<file path="src/rtl/alu_exec_unit.sv">
// rtl/alu_exec_unit.sv - registered execute-stage ALU with valid/ready handshakes
//
// Purpose: performs the ALUControl-selected operation on two WIDTH-bit operands
// and holds the result plus zero/overflow/illegal flags in a single output
// register that can stall under downstream backpressure.
//
// Ports:
//   clk, reset           rising-edge clock, synchronous active-high reset
//   in_valid / in_ready  input handshake (in_ready = !out_valid || out_ready)
//   alu_ctrl             4-bit ALUControl code
//   op_a, op_b           WIDTH-bit operands
//   out_valid/out_ready  output handshake
//   result               registered WIDTH-bit result
//   zero                 registered result == 0
//   overflow             registered signed overflow (ADD/SUB only)
//   illegal              registered unsupported-code flag

module alu_exec_unit #(
    parameter int WIDTH = 32
) (
    input  logic             clk,
    input  logic             reset,
    input  logic             in_valid,
    output logic             in_ready,
    input  logic [3:0]       alu_ctrl,
    input  logic [WIDTH-1:0] op_a,
    input  logic [WIDTH-1:0] op_b,
    output logic             out_valid,
    input  logic             out_ready,
    output logic [WIDTH-1:0] result,
    output logic             zero,
    output logic             overflow,
    output logic             illegal
);

    localparam logic [3:0] OP_AND = 4'b0000;
    localparam logic [3:0] OP_OR  = 4'b0001;
    localparam logic [3:0] OP_ADD = 4'b0010;
    localparam logic [3:0] OP_SUB = 4'b0110;
    localparam logic [3:0] OP_SLT = 4'b0111;
    localparam logic [3:0] OP_NOR = 4'b1100;

    logic             out_valid_q;
    logic [WIDTH-1:0] result_q,   result_d;
    logic             zero_q,     zero_d;
    logic             overflow_q, overflow_d;
    logic             illegal_q,  illegal_d;

    logic [WIDTH-1:0] sum;
    logic [WIDTH-1:0] diff;
    logic             slt_bit;
    logic             in_xfer;
    logic             out_xfer;

    assign in_ready = !out_valid_q || out_ready;
    assign in_xfer  = in_valid && in_ready;
    assign out_xfer = out_valid_q && out_ready;

    assign sum  = op_a + op_b;
    assign diff = op_a - op_b;
    // Exact signed compare; the sign of diff would be wrong when the subtraction overflows.
    assign slt_bit = $signed(op_a) < $signed(op_b);

    always_comb begin
        result_d   = '0;
        overflow_d = 1'b0;
        illegal_d  = 1'b0;
        unique case (alu_ctrl)
            OP_AND: result_d = op_a & op_b;
            OP_OR:  result_d = op_a | op_b;
            OP_ADD: begin
                result_d   = sum;
                overflow_d = (op_a[WIDTH-1] == op_b[WIDTH-1]) &&
                             (sum[WIDTH-1] != op_a[WIDTH-1]);
            end
            OP_SUB: begin
                result_d   = diff;
                overflow_d = (op_a[WIDTH-1] != op_b[WIDTH-1]) &&
                             (diff[WIDTH-1] != op_a[WIDTH-1]);
            end
            OP_SLT: result_d = {{(WIDTH-1){1'b0}}, slt_bit};
            OP_NOR: result_d = ~(op_a | op_b);
            default: illegal_d = 1'b1;
        endcase
        zero_d = (result_d == '0);
    end

    always_ff @(posedge clk) begin
        if (reset) begin
            out_valid_q <= 1'b0;
            result_q    <= '0;
            zero_q      <= 1'b0;
            overflow_q  <= 1'b0;
            illegal_q   <= 1'b0;
        end else if (in_xfer) begin
            // Covers the simultaneous consume-and-load case: valid stays high, no bubble.
            out_valid_q <= 1'b1;
            result_q    <= result_d;
            zero_q      <= zero_d;
            overflow_q  <= overflow_d;
            illegal_q   <= illegal_d;
        end else if (out_xfer) begin
            out_valid_q <= 1'b0;
        end
    end

    assign out_valid = out_valid_q;
    assign result    = result_q;
    assign zero      = zero_q;
    assign overflow  = overflow_q;
    assign illegal   = illegal_q;

endmodule

</file>
<file path="config.mk">
export PLATFORM = sky130hd
export DESIGN_NAME = alu_exec_unit
export DESIGN_NICKNAME = d
export VERILOG_FILES = /design/src/rtl/alu_exec_unit.sv
export SDC_FILE = /design/constraint.sdc
export NUM_CORES = 1
export LEC_CHECK = 0
export CAP_MARGIN = 20
export CORE_ASPECT_RATIO = 0.9
export CORE_MARGIN = 2
export CORE_UTILIZATION = 51
export CTS_BUF_LIST = sky130_fd_sc_hd__clkbuf_8 sky130_fd_sc_hd__clkbuf_16
export CTS_CLUSTER_DIAMETER = 80
export CTS_CLUSTER_SIZE = 25
export DETAILED_ROUTE_END_ITERATION = 12
export PLACE_DENSITY_LB_ADDON = 0.1
export SYNTH_ARGS = -nofsm -noshare
export SYNTH_HDL_FRONTEND = slang
export SYNTH_SLANG_ARGS = --single-unit
</file>
<file path="constraint.sdc">
create_clock -name clk -period 3.1 [get_ports clk]
set_input_delay 0.465 -clock clk [delete_from_list [all_inputs] [get_ports clk]]
set_output_delay 0.465 -clock clk [all_outputs]
set_load 0.005 [all_outputs]
</file>
==> run_results.csv, run 1 <==
group,metric,value,unit
clocking,cts-root-buf,"clkbuf_16",
global_route,grt_start_max_net_pins,37,
clocking,cts.sink_count,36,
yosys,netlist_instances,1042,
outcome,haltStage,"global routing (5_1_grt)",
yosys,synth_cell_type_count,85,
global_route,grt.total_usage,76.31,%
yosys,synth_warnings,0,
outcome,run_status,"aborted with a tool error",
placement,globalplace.congestion,1.013,
floorplanning,num_rows,41,
yosys,syn-cell-area,7214,µm²
floorplanning,pin_count,109,
yosys,syn_area_per_cell,6.924,µm²
outcome,error,"[ERROR GRT-0232] Routing congestion too high. Check the congestion heatmap in the GUI.",
placement,numPortBuffers,108,
yosys,ys_ff_latch,36,
clocking,clk_path_buf_depth,2,
placement,dpl.cell_count,1648,
floorplanning,die_h,116.8,µm
clocking,htreeDepth,2,
placement,dp_hpwl,27.60,mm
yosys,synthFlopType,"dfxtp_1",
yosys,synth-edff-count,0,
yosys,async_flop_share,0,%
floorplanning,die_w,129.4,µm
sta,worstEpCategory,"register input",
clocking,cts_hold_buffers,0,
yosys,ys_seq_area_share,9.990,%
sta,postGrtWorstEndpoint,"zero$_SDFFE_PP0P_/D",
global_route,grt.overflow.total,100,
yosys,synth_fp_nets,1218,
floorplanning,initial_core_util,51.89,%
clocking,cts_buffers,5,
cells in the mapped netlist (all sizes together), types with 17 or more instances:
library cell  count  share of area, %
ha              102                18
inv              98               5.1
nor2             98               5.1
a21oi            92               6.6
nand2            70               3.6
clkbuf           48               2.5
o21ai            46               3.2
nor3             40               2.9
dfxtp            36                10
nand3            30               2.1
a22oi            27               2.8
buf              22               1.7
a211oi           21               2.3
nor4             19               1.9
o22ai            19               1.6
o31ai            17               1.8
cell families after synthesis:
group / count (synthesis) / synth area share, %
simple gates: 336 / 23.22
xor+xnor: 6 / 0.7284
flops: 36 / 9.990
fa+ha+maj: 104 / 18.24
compound gates: 386 / 37.81
mux: 5 / 0.6937
buf+inv: 169 / 9.313
through the flow:
stage          cell area (µm²)  hold WS (ps)  worst slack [ps]  utilization [%]  TNS (ps)
4_1_cts                  12320         468.8            -179.9            88.63    -183.5
3_5_place_dp             11150         452.7             -1049            80.20    -15620
3_3_place_gp             11150         443.1             -1020            80.20    -13910
2_1_floorplan             7287         448.3             3.945                -         0
layer usage:
metal,GRT usage [%],overflow
met1,74.97,1
met2,96.00,59
met3,58.91,2
met4,80.07,38
met5,16.99,0
timing repair:
action                                  CTS
resized for setup                       256
setup buffers                            28
pin swaps                                59
endpoints found under the setup margin   24
gates cloned                              0
==> run 2: changes to the inputs <==
==> config.mk (replaced) <==
export PLATFORM = sky130hd
export DESIGN_NAME = alu_exec_unit
export DESIGN_NICKNAME = d
export VERILOG_FILES = /design/src/rtl/alu_exec_unit.sv
export SDC_FILE = /design/constraint.sdc
export NUM_CORES = 1
export LEC_CHECK = 0
export CAP_MARGIN = 20
export CORE_MARGIN = 2
export CORE_UTILIZATION = 40
export DETAILED_ROUTE_END_ITERATION = 12
export PLACE_DENSITY_LB_ADDON = 0.15
export SYNTH_ARGS = -nofsm -noshare
export SYNTH_HDL_FRONTEND = slang
export SYNTH_SLANG_ARGS = --single-unit
==> constraint.sdc (replaced) <==
create_clock -name clk -period 4.05 [get_ports clk]
set_input_delay 0.6075 -clock clk [delete_from_list [all_inputs] [get_ports clk]]
set_output_delay 0.6075 -clock clk [all_outputs]
set_load 0.005 [all_outputs]
==> run_results.csv, run 2 <==
group,metric,value,unit
yosys,syn-cell-area,7214,µm²
cells_and_area,largest_reg_flops,32,
routing,drt_iter0_drc,874,
yosys,yosys.area.top_type,"ha_1",
global_route,grt-busiest-layer,"met2",
yosys,syn_area_per_cell,6.924,µm²
routing,drt-total-wl,29.22,mm
yosys,yosysMostFrequentCell,"ha_1",
global_route,grt.overflow.total,0,
clocking,clkTransAtPathRegs,60,ps
yosys,ys_seq_area_share,9.990,%
placement,dp_slack,-251.5,ps
sta,period_minus_slack,3901,ps
critical_path,max_stage_delay,480,ps
critical_path,worstPathArrival,4090,ps
floorplanning,die-area,19130,µm²
hold_path,worstHoldPathType,"flop to flop",
sta,finalHoldViolations,0,
floorplanning,die_w,138.3,µm
critical_path,crit_slowest_cell,"clkdlybuf4s50_1",
yosys,yosys.area_share.simple,23.22,%
placement,globalplace.congestion,1.037,
cells_and_area,area_growth,43.17,%
yosys,synth_fp_nets,1218,
yosys,netlist_instances,1042,
routing,vias,9115,
routing,drc,0,
sta,setup_viol,0,
yosys,synth_warnings,0,
clocking,cts_hold_buffers,0,
sta,fmax,0.2564,GHz
outcome,run_status,"completed",
yosys,synth.area.top_cells,"ha_1, dfxtp_1, a21oi_1",
cells_and_area,fillers,1750,
cells_and_area,drive_gt1_share,22.36,%
critical_path,reg2regPathDepth,10,
global_route,antenna_found_initial,0,
cells_and_area,final_util,57.89,%
cells_and_area,layout_common_cells,"buf_4, clkdlybuf4s50_1, inv_1, ha_1, nor2_1",
sta,holdWs,452.1,ps
cells_and_area,final_common_cell,"buf_4",
global_route,globalRouteMet1Util,40.91,%
sta,final.setup.worst_slack,149.3,ps
floorplanning,num_rows,49,
clocking,cts_buffers,5,
yosys,ys_ff_latch,36,
global_route,met2_usage,48.25,%
clocking,clkLatencyLatePin,280,ps
critical_path,path_max_fanout,3,
cells_and_area,fin_cells,1544,
critical_path,critPathKind,"primary input to flop",
yosys,synthFlopType,"dfxtp_1",
cells_and_area,fin_area,10330,µm²
yosys,muxShareOfSynthArea,0.6937,%
cells_and_area,antennaDiodeCount,0,
floorplanning,pin_count,109,
yosys,synth_cell_type_count,85,
floorplanning,initial_core_util,40.44,%
sta,finalCritPeriodShare,96.31,%
sta,rsz0062_at_grt,"yes",
yosys,synth-compound-area-share,37.81,%
critical_path,worst_setup_path_end_kind,"flop",
sta,finalSetupTns,0,ps
routing,vias_per_cell,5.903,
global_route,grt.total_usage,28.87,%
placement,dpl.cell_count,1534,
placement,dp_hpwl,24.24,mm
routing,postRouteAntennaNets,0,
yosys,synth_top_family_by_area,"compound AO/OA/AOI/OAI gates",
sta,drv_slew,0,
sta,slew_headroom,35.11,%
clocking,cts_tree,"done",
sta,worst_slew_pin_slew,971.0,ps
global_route,grt_start_max_net_pins,37,
clocking,cts-root-buf,"clkbuf_16",
floorplanning,die_h,138.3,µm
yosys,async_flop_share,0,%
yosys,synth-edff-count,0,
pwr,power_density,208.2,nW/µm²
yosys,synth_xor_xnor_area_share,0.7284,%
pwr,leakagePower,4.576,nW
placement,numPortBuffers,108,
hold_path,whs_path_depth,2,
routing,drt_first_pass_iters,6,
routing,routedWlPerCell,18.92,µm
yosys,synth_common_cells,"ha_1, inv_1, nor2_1",
critical_path,crit_path_start_kind,"primary input",
pwr,peakVddDrop,0.0003001,V
critical_path,cp_data_required_time,4230,ps
global_route,use_met3,2.286,%
sta,skew,2.407,ps
floorplanning,coreArea,17840,µm²
yosys,synthAdderAreaFrac,18.24,%
critical_path,crit_top_cell,"buf_4",
cells_and_area,nets,1490,
global_route,grt_pass1_vias,8371,
job,maxCapViolations,0,
global_route,grt_first_pass_wirelength,45.59,mm
critical_path,path_cells,"clkdlybuf4s50_1 > inv_1 > ha_1 > a211oi_1 > buf_4 > o211a_1 > o31a_1 > o21ai_0 > mux2i_1 > a2111oi_1 > buf_4 > o2111ai_1 > nor4_1 > nand4_1 > o41ai_2",
placement,place_area,10010,µm²
pwr,report.power.total,2.150,mW
yosys,yosysTopAreaCellShare,17.69,%
clocking,htreeDepth,2,
clocking,clk_path_buf_depth,2,
clocking,cts.sink_count,36,
## run 2: cell counts after synthesis
No cell type changed its count.
## run 2: path summary, 6_finish.rpt
| check | slack [ps] | to | from |
|---|---|---|---|
| max reg2reg | 1970 | zero$_SDFFE_PP0P_ | out_valid$_SDFFE_PP0P_ |
| max | 150 | zero$_SDFFE_PP0P_ | op_a[1] |
| min | 450 | result[14]$_SDFFE_PP0P_ | result[14]$_SDFFE_PP0P_ |
| min reg2reg | 450 | result[14]$_SDFFE_PP0P_ | result[14]$_SDFFE_PP0P_ |
## run 2: layout make-up
class	instances	area, µm²	share of cell area (%)
well taps	229	286.5	2.774
inverters	99	371.6	3.598
clock inverters	3	42.54	0.4119
multi-input cells	837	5956	57.66
clock buffers	5	125.1	1.211
flip-flops and latches	36	720.7	6.978
repair buffers	335	2826	27.37
## run 2: metal layers
layer | up-vias | part of all wire, %
met5 | - | 0
met4 | 0 | 1.6
met3 | 36 | 6.2
met2 | 387 | 46
met1 | 4273 | 47
li1 | 4419 | -
## run 2: critical path: cells and delay by family
family / cells / cell delay [ps]
fa+ha+maj: 1 / 330
buf+inv: 4 / 960
simple gates: 2 / 380
mux: 1 / 130
compound gates: 7 / 1650
## run 2: timing repair
action	4_1_cts	5_1_grt
endpoints found under the hold margin	0	0
resized for setup	0	38
setup buffers	0	2
setup endpoints to repair	0	3
## run 2: cell families (layout without fill, tap and decap cells)
logic type | count (synthesis) | in the layout
buffers and inverters | 169 | 442
AOI/OAI and AO/OA | 386 | 386
DFF | 36 | 36
xor gates and xnor gates | 6 | 6
adders and majority gates | 104 | 104
and+or+nand+nor | 336 | 336
muxes | 5 | 5
## run 2: report_power, final
| group | total (mW) | internal, mW | switching (mW) |
|---|---|---|---|
| registers | 0.397 | 0.381 | 0.0160 |
| logic | 1.32 | 0.616 | 0.702 |
| clock network | 0.435 | 0.289 | 0.146 |
| total | 2.15 | 1.29 | 0.864 |
(Power assumes the default switching activity.)
